File: src/rtl/ex_mem_stage.sv
// rtl/ex_mem_stage.sv - EX->MEM pipeline stage with valid/ready flow control, flush and stall counter
//
// Purpose:
//   Holds the instruction travelling from EX to MEM. MEM can back-pressure EX
//   through out_ready. flush squashes every held entry. stall_cycles counts the
//   cycles in which MEM refuses a valid entry, and saturates at its maximum.
//
// Configuration macro: EX_MEM_SKID_EN
//   undefined : single entry, in_ready = ~out_valid | out_ready (combinational)
//   defined   : main entry plus one skid entry, in_ready = ~skid_valid (flop only)
//
// Ports:
//   clk, reset                  clock (rising edge), asynchronous active-high reset
//   flush                       squash all held entries
//   in_valid / in_ready         EX-side handshake
//   ex_*                        control bits and payload from EX
//   out_valid / out_ready       MEM-side handshake
//   mem_reg_write .. mem_branch registered control, gated by out_valid
//   mem_pc .. mem_rd            registered payload
//   stall_cycles                saturating count of out_valid & ~out_ready cycles
module ex_mem_stage #(
  parameter int PC_WIDTH      = 12,
  parameter int DATA_WIDTH    = 16,
  parameter int REGADDR_WIDTH = 3,
  parameter int CNT_WIDTH     = 16
) (
  input  logic                     clk,
  input  logic                     reset,
  input  logic                     flush,
  input  logic                     in_valid,
  output logic                     in_ready,
  input  logic                     ex_reg_write,
  input  logic                     ex_mem_read,
  input  logic                     ex_mem_write,
  input  logic                     ex_branch,
  input  logic [PC_WIDTH-1:0]      ex_pc,
  input  logic [DATA_WIDTH-1:0]    ex_alu_result,
  input  logic [DATA_WIDTH-1:0]    ex_read_data2,
  input  logic [REGADDR_WIDTH-1:0] ex_rd,
  output logic                     out_valid,
  input  logic                     out_ready,
  output logic                     mem_reg_write,
  output logic                     mem_mem_read,
  output logic                     mem_mem_write,
  output logic                     mem_branch,
  output logic [PC_WIDTH-1:0]      mem_pc,
  output logic [DATA_WIDTH-1:0]    mem_alu_result,
  output logic [DATA_WIDTH-1:0]    mem_write_data,
  output logic [REGADDR_WIDTH-1:0] mem_rd,
  output logic [CNT_WIDTH-1:0]     stall_cycles
);

  // Control bits and payload travel together as one flat word.
  localparam int PW = 4 + PC_WIDTH + 2 * DATA_WIDTH + REGADDR_WIDTH;

  logic [PW-1:0] in_pay;
  assign in_pay = {ex_reg_write, ex_mem_read, ex_mem_write, ex_branch,
                   ex_pc, ex_alu_result, ex_read_data2, ex_rd};

  logic          main_valid_q, main_valid_d;
  logic [PW-1:0] main_q, main_d;
  logic          accept, consume;

  assign accept  = in_valid & in_ready;
  assign consume = main_valid_q & out_ready;

`ifdef EX_MEM_SKID_EN
  logic          skid_valid_q, skid_valid_d;
  logic [PW-1:0] skid_q, skid_d;

  // Registered ready: EX only ever sees the skid flop, never out_ready.
  assign in_ready = ~skid_valid_q;

  always_comb begin
    main_valid_d = main_valid_q;
    main_d       = main_q;
    skid_valid_d = skid_valid_q;
    skid_d       = skid_q;
    if (flush) begin
      main_valid_d = 1'b0;
      skid_valid_d = 1'b0;
    end else if (skid_valid_q) begin
      // Stage is full and in_ready is low, so no accept can happen here.
      if (consume) begin
        main_d       = skid_q;
        skid_valid_d = 1'b0;
      end
    end else if (!main_valid_q || consume) begin
      main_valid_d = accept;
      if (accept) begin
        main_d = in_pay;
      end
    end else if (accept) begin
      // Main is held by MEM: park the newcomer behind it.
      skid_valid_d = 1'b1;
      skid_d       = in_pay;
    end
  end

  always_ff @(posedge clk or posedge reset) begin
    if (reset) begin
      skid_valid_q <= 1'b0;
      skid_q       <= '0;
    end else begin
      skid_valid_q <= skid_valid_d;
      skid_q       <= skid_d;
    end
  end
`else
  assign in_ready = ~main_valid_q | out_ready;

  always_comb begin
    main_valid_d = main_valid_q;
    main_d       = main_q;
    if (flush) begin
      main_valid_d = 1'b0;
    end else if (accept) begin
      // Covers accept-with-consume too: the new entry replaces the old, no bubble.
      main_valid_d = 1'b1;
      main_d       = in_pay;
    end else if (consume) begin
      main_valid_d = 1'b0;
    end
  end
`endif

  always_ff @(posedge clk or posedge reset) begin
    if (reset) begin
      main_valid_q <= 1'b0;
      main_q       <= '0;
    end else begin
      main_valid_q <= main_valid_d;
      main_q       <= main_d;
    end
  end

  // Stall counter: counts refused valid cycles, including a cycle that flushes.
  logic [CNT_WIDTH-1:0] stall_q, stall_d;

  always_comb begin
    stall_d = stall_q;
    if (main_valid_q && !out_ready && (stall_q != {CNT_WIDTH{1'b1}})) begin
      stall_d = stall_q + {{(CNT_WIDTH-1){1'b0}}, 1'b1};
    end
  end

  always_ff @(posedge clk or posedge reset) begin
    if (reset) begin
      stall_q <= '0;
    end else begin
      stall_q <= stall_d;
    end
  end

  logic [3:0] ctl_q;
  assign {ctl_q, mem_pc, mem_alu_result, mem_write_data, mem_rd} = main_q;

  // An invalid entry must never write memory or the register file.
  assign mem_reg_write = ctl_q[3] & main_valid_q;
  assign mem_mem_read  = ctl_q[2] & main_valid_q;
  assign mem_mem_write = ctl_q[1] & main_valid_q;
  assign mem_branch    = ctl_q[0] & main_valid_q;

  assign out_valid    = main_valid_q;
  assign stall_cycles = stall_q;

endmodule

File: config.mk
export PLATFORM = sky130hd
export DESIGN_NAME = ex_mem_stage
export DESIGN_NICKNAME = d
export VERILOG_FILES = /design/src/rtl/ex_mem_stage.sv
export SDC_FILE = /design/constraint.sdc
export NUM_CORES = 1
export LEC_CHECK = 0
export BUFFER_PORTS_ARGS = -buffer_cell sky130_fd_sc_hd__clkbuf_2
export CAP_MARGIN = 25
export CORE_ASPECT_RATIO = 1.25
export CORE_MARGIN = 4
export CORE_UTILIZATION = 40
export DETAILED_ROUTE_END_ITERATION = 6
export HOLD_SLACK_MARGIN = 0.05
export PLACE_DENSITY = 0.68
export SYNTH_ARGS = -nofsm -noshare
export SYNTH_HDL_FRONTEND = slang
export SYNTH_SLANG_ARGS = --single-unit
export TNS_END_PERCENT = 50
File: constraint.sdc
create_clock -name clk -period 3.6 [get_ports clk]
set_clock_uncertainty 0.2 [all_clocks]
set_input_delay 0.18 -clock clk [delete_from_list [all_inputs] [get_ports clk]]
set_output_delay 0.18 -clock clk [all_outputs]
set_load 0.02 [all_outputs]
==> impl_metrics.toml, run 1 <==
[layout]
nets = 436
layout_common_cells = "clkbuf_2, dfrtp_1, dlygate4sd3_1"
drive_gt1_share_pct = 45.83
antennaDiodeCount = 0
area_delta_synth_final_pct = 35.92
layout_commonest_cell = "clkbuf_2"

[drt]
ant_nets = 0
avgViaCountPerCell = 4.721
num_vias = 2247
wl_um = 6858
drc = 0
drt-initial-drc-count = 67
first_pass_iters = 4
avgRoutedWirePerCell_um = 14.41

[timing]
finalCriticalPeriod_ps = 2425
worstMarginPinSlew_ps = 999.7
relSlewSlack_pct = 33.18
period_share_pct = 67.35
fin_ws_ps = 1175
hold_viol = 0
fin_tns_setup_ps = 0
report.final.slew_viol_count = 0
fmax_ghz = 0.4124
setup_viol = 0
rsz0062_at_grt = "no"

[worst_setup_path]
r2r_slack_ps = 1180
r2r-start = "stall_cycles[0]"
ff2ff_path_depth = 5
cp.arrival_ps = 2420
endpoint_kind = "flip-flop"
crit_fanout = 11
timing.rr.end = "stall_cycles[8]"
worst_setup_path_start_kind = "flip-flop"
required_ps = 3600
critPathKind = "flip-flop to flip-flop"

[placed_design]
hpwlAfterDp_um = 4585
gp_congestion = 0.9020
place_ws_ps = 1210
numPortBuffers = 124

[clocking]
holdBufCountCts = 54
ctsRootBufferMaster = "clkbuf_8"
cts_tree = "built"
post_cts_buffers = 0
numClockSinks = 68
numCtsBuffers = 9
cts_resized = 0
clockBufferDepth = 2
clk_latency_ps = 330
clk_pin_slew_ps = 80
htreeDepth = 3

[logic_synthesis]
ys_seq_elements = 68
synth_cell_types = 33
synth_enable_flop_cells = 0
syn_area_per_cell_um2 = 13.04
synthCells = 241
ys.flop_type = "dfrtp_1"
syn-num-nets = 298
ys_async_sr_fraction_pct = 100.0
ys_seq_area_share_pct = 54.16
synthesis.area_um2 = 3142
yosys_warnings = 0

[grt]
overflow = 0
grt_pass1_wl_um = 11280
grt_pass1_vias = 2423
grt_usage_pct = 15.41
antenna_found_initial = 0
grt_max_degree = 43

[pwr]
power_density_nw_per_um2 = 506.4
p_int_uw = 1484
netSwitchingPower_uw = 678.4
clkPwrFrac_pct = 29.9
p_seq_share_pct = 45.4
combinationalPowerShare_pct = 24.7
leakage_uw = 0.002082
ir_worst_vdd_v = 0.0004088
swShare_pct = 31.37

[floorplanning]
die_w_um = 87.27
die_area_um2 = 9345
core_area_um2 = 7532
num_io_pins = 125
rows = 35
die_h_um = 107.1
initial_utilization_pct = 41.71

[hold_path]
worst_hold_path_type = "input port to async pin"

[run_status]
status = "complete, no violations"

[job]
max_cap_viol_count = 0
cells in the mapped netlist (2+ instances only):
cell type	n	area share [%]
clkbuf_1	2	0.24
nor2_1	3	0.36
and3_1	2	0.40
mux2_2	26	9.3
buf_4	47	11
buf_2	5	0.80
or2_1	3	0.60
dfrtp_1	68	54
and2_1	4	0.80
xnor2_1	3	0.84
nand2_1	10	1.2
nand3_1	5	0.80
xor2_1	10	2.8
nand4_1	2	0.40
a21oi_1	4	0.64
a211oi_1	4	0.96
mux2_1	27	9.7
critical path: stages, from the launching register on:
cell	delay, ps
dfrtp_1	410
ha_1	200
and3_1	190
nor4b_2	810
a2111oi_0	290
xor2_1	190
through the flow:
stage	hold WS [ps]	utilization, %	total power (uW)	cells	cell area, um^2
4_1_cts	214.8	56.69	2197	476	4270
3_5_place_dp	46.28	46.73	1490	406	3520
3_3_place_gp	49.87	46.73	1474	406	3520
2_1_floorplan	46.41	-	1411	241	3142
5_1_grt	267.1	56.69	2284	476	4270
6_report	226.1	56.69	2162	476	4270
layer usage:
| metal | share of wire (%) | GRT usage (%) | up-vias |
|---|---|---|---|
| li1 | - | - | 1058 |
| met3 | 7.7 | 4.381 | 11 |
| met1 | 40 | 17.19 | 1089 |
| met5 | 0 | 0 | - |
| met2 | 51 | 27.05 | 89 |
| met4 | 1.8 | 6.250 | 0 |
layout make-up:
class | count | area [um^2]
fillers | 617 | 3262
flip-flops and latches | 68 | 1702
repair buffers | 181 | 1184
multi-input cells | 117 | 1052
clock buffers | 11 | 151.4
well taps | 92 | 115.1
clock inverters | 5 | 58.81
inverters | 2 | 7.507
worst max path at each step:
stage | startpoint | end | slack [ps]
after detailed placement | stall_cycles[0] | stall_cycles[8] | 1210
after global routing | stall_cycles[0] | stall_cycles[8] | 1010
after global placement | stall_cycles[0] | stall_cycles[8] | 1230
final | stall_cycles[0] | stall_cycles[8] | 1180
after CTS | stall_cycles[0] | stall_cycles[8] | 1190
after floorplan | stall_cycles[0] | stall_cycles[8] | 1410
power by group through the flow:
stage	Sequential [uW]	Clock (uW)	Combinational, uW
floorplan	1010	0	405
global placement	986	0	488
detailed placement	995	0	495
CTS	980	675	542
global route	1000	706	579
finish	981	648	534
cells by family after synthesis:
logic type               after synthesis  synth area share (%)
flip-flops                            68                 54.16
XOR/XNOR                              13                 3.624
adder cells (fa/ha/maj)                1                0.3982
multiplexers                          53                 19.00
AO/OA/AOI/OAI                         13                 3.465
buffers and inverters                 56                 12.50
AND/OR/NAND/NOR                       37                 6.850
flip-flops by register name (all words and copies together), names as in the netlist:
register / count
main_q: 51
out_valid: 1
stall_cycles: 16
Power figures use the tool's default switching activity.
==> run 2, diff against run 1 <==
--- a/config.mk
+++ b/config.mk
@@ -12,7 +12,7 @@
 export CORE_UTILIZATION = 40
 export DETAILED_ROUTE_END_ITERATION = 6
 export HOLD_SLACK_MARGIN = 0.05
-export PLACE_DENSITY = 0.68
+export PLACE_DENSITY = 0.71
 export SYNTH_ARGS = -nofsm -noshare
 export SYNTH_HDL_FRONTEND = slang
 export SYNTH_SLANG_ARGS = --single-unit
==> constraint.sdc (replaced) <==
create_clock -name clk -period 2.2 [get_ports clk]
set_clock_uncertainty 0.2 [all_clocks]
set_input_delay 0.11 -clock clk [delete_from_list [all_inputs] [get_ports clk]]
set_output_delay 0.11 -clock clk [all_outputs]
set_load 0.02 [all_outputs]
==> run 2 against run 1 <==
Compared with the run above: register-to-register slack got worse by 1000 ps; non-clock buffer count rose by 4; maximum frequency up 19%; worst hold slack worse by 86 ps; clock power rose by 54%; highest routed layer unchanged.
==> impl_metrics.toml, run 2 (synthesized netlist as in run 1, its figures left out) <==
[drt]
avgViaCountPerCell = 4.635
wl_um = 6805
drt-initial-drc-count = 64
num_vias = 2225
drc = 0
avgRoutedWirePerCell_um = 14.18
ant_nets = 0
first_pass_iters = 4

[worst_setup_path]
critPathKind = "flip-flop to flip-flop"
cpPeakStageDelay_ps = 480
endpoint_kind = "flip-flop"
required_ps = 2220
r2r_slack_ps = 150
crit_path_start = "stall_cycles[1]"
crit_fanout = 4
timing.rr.end = "stall_cycles[10]"
cp.arrival_ps = 2070
crit_family = "simple AND/OR/NAND/NOR gates"
slowest_stage = "or4_1"
ff2ff_path_depth = 5
worst-path-buf-inv = 0
path_cells = "ha_1 > nand3_1 > or2_1 > or4_1 > mux2_1"
r2r-start = "stall_cycles[1]"
worst_setup_path_start_kind = "flip-flop"

[run_status]
status = "complete, no violations"

[clocking]
cts_resized = 0
clk_latency_ps = 330
ctsRootBufferMaster = "clkbuf_8"
htreeDepth = 3
numCtsBuffers = 9
holdBufCountCts = 54
numClockSinks = 68
clockBufferDepth = 2
cts_tree = "built"
clk_pin_slew_ps = 70
post_cts_buffers = 0

[timing]
fmax_ghz = 0.4889
relSlewSlack_pct = 64.55
finalCriticalPeriod_ps = 2046
hold_viol = 0
fin_tns_setup_ps = 0
report.final.slew_viol_count = 0
setup_viol = 0
period_share_pct = 92.98
rsz0062_at_grt = "no"
worstMarginPinSlew_ps = 530.9

[grt]
grt_pass1_wl_um = 11070
grt_pass1_vias = 2334
grt_usage_pct = 15.10
overflow = 0
grt_max_degree = 52
antenna_found_initial = 0

[layout]
stdcell_area_um2 = 4309
drive_gt1_share_pct = 45.88
layout_commonest_cell = "clkbuf_2"
regMostFlops = "main_q"
largest_reg_flops = 51
layout_common_cells = "clkbuf_2, dfrtp_1, dlygate4sd3_1"
antennaDiodeCount = 0
fill_cells = 617
nets = 440
area_delta_synth_final_pct = 37.16

[placed_design]
hpwlAfterDp_um = 4485
placed_area_um2 = 3575
numPortBuffers = 124
gp_congestion = 0.8690

[pwr]
ir_worst_vdd_v = 0.0005027
leakage_uw = 0.002110
power_density_nw_per_um2 = 810.9

[floorplanning]
rows = 35
core_area_um2 = 7532
die_h_um = 107.1
die_area_um2 = 9345
initial_utilization_pct = 41.71
num_io_pins = 125
die_w_um = 87.27

[job]
max_cap_viol_count = 0

[hold_path]
worst_hold_path_type = "input port to async pin"
[run 2: cell types whose count changed in the layout (fill, tap and decap cells not counted), sizes merged]
cell | previous run | this run
clkinvlp | 2 | 0
inv | 3 | 2
clkbuf | 135 | 136
clkinv | 1 | 3
buf | 3 | 7
[run 2: stage by stage]
step,total power [uW],hold WS [ps],cells,setup WS [ps],util (%)
after floorplan,2309,-23.59,241,10.75,-
after global placement,2432,-37.11,410,185.0,47.46
after detailed placement,2457,-22.85,410,149.0,47.46
after CTS,3565,128.3,480,143.4,57.21
after global routing,3699,157.9,480,67.00,57.21
final,3494,139.9,480,154.5,57.21
[run 2: layout make-up]
type | instances | area (um^2) | share of cell area, %
flip-flops and latches | 68 | 1702 | 39.49
repair buffers | 185 | 1239 | 28.75
multi-input cells | 117 | 1052 | 24.42
clock buffers | 12 | 145.1 | 3.368
well taps | 92 | 115.1 | 2.671
clock inverters | 4 | 48.80 | 1.132
inverters | 2 | 7.507 | 0.1742
[run 2: where the power goes]
| group | internal [uW] | switching [uW] | total (uW) |
|---|---|---|---|
| sequential | 1460 | 138 | 1590 |
| combinational | 402 | 500 | 903 |
| clock | 554 | 443 | 997 |
[run 2: worst max path at each step]
stage / slack, ps / depth (start not counted) / endpoint
floorplan: 10 / 6 / stall_cycles[8]
global placement: 180 / 5 / stall_cycles[10]
detailed placement: 150 / 5 / stall_cycles[10]
CTS: 140 / 5 / stall_cycles[10]
global route: 70 / 5 / stall_cycles[10]
finish: 150 / 5 / stall_cycles[10]
[run 2: routing by layer]
layer  vias up  wire length, um  GRT usage (%)
met3         8              452          3.766
met1      1072             2590          16.56
met2        78             3677          27.05
met5         -                0              0
met4         0               84          6.469
li1       1067                -              -
[run 2: tightest hold or removal path, stage by stage]
cell and delay [ps]:
dlygate4sd3_1 530, clkbuf_2 110, inv_2 390
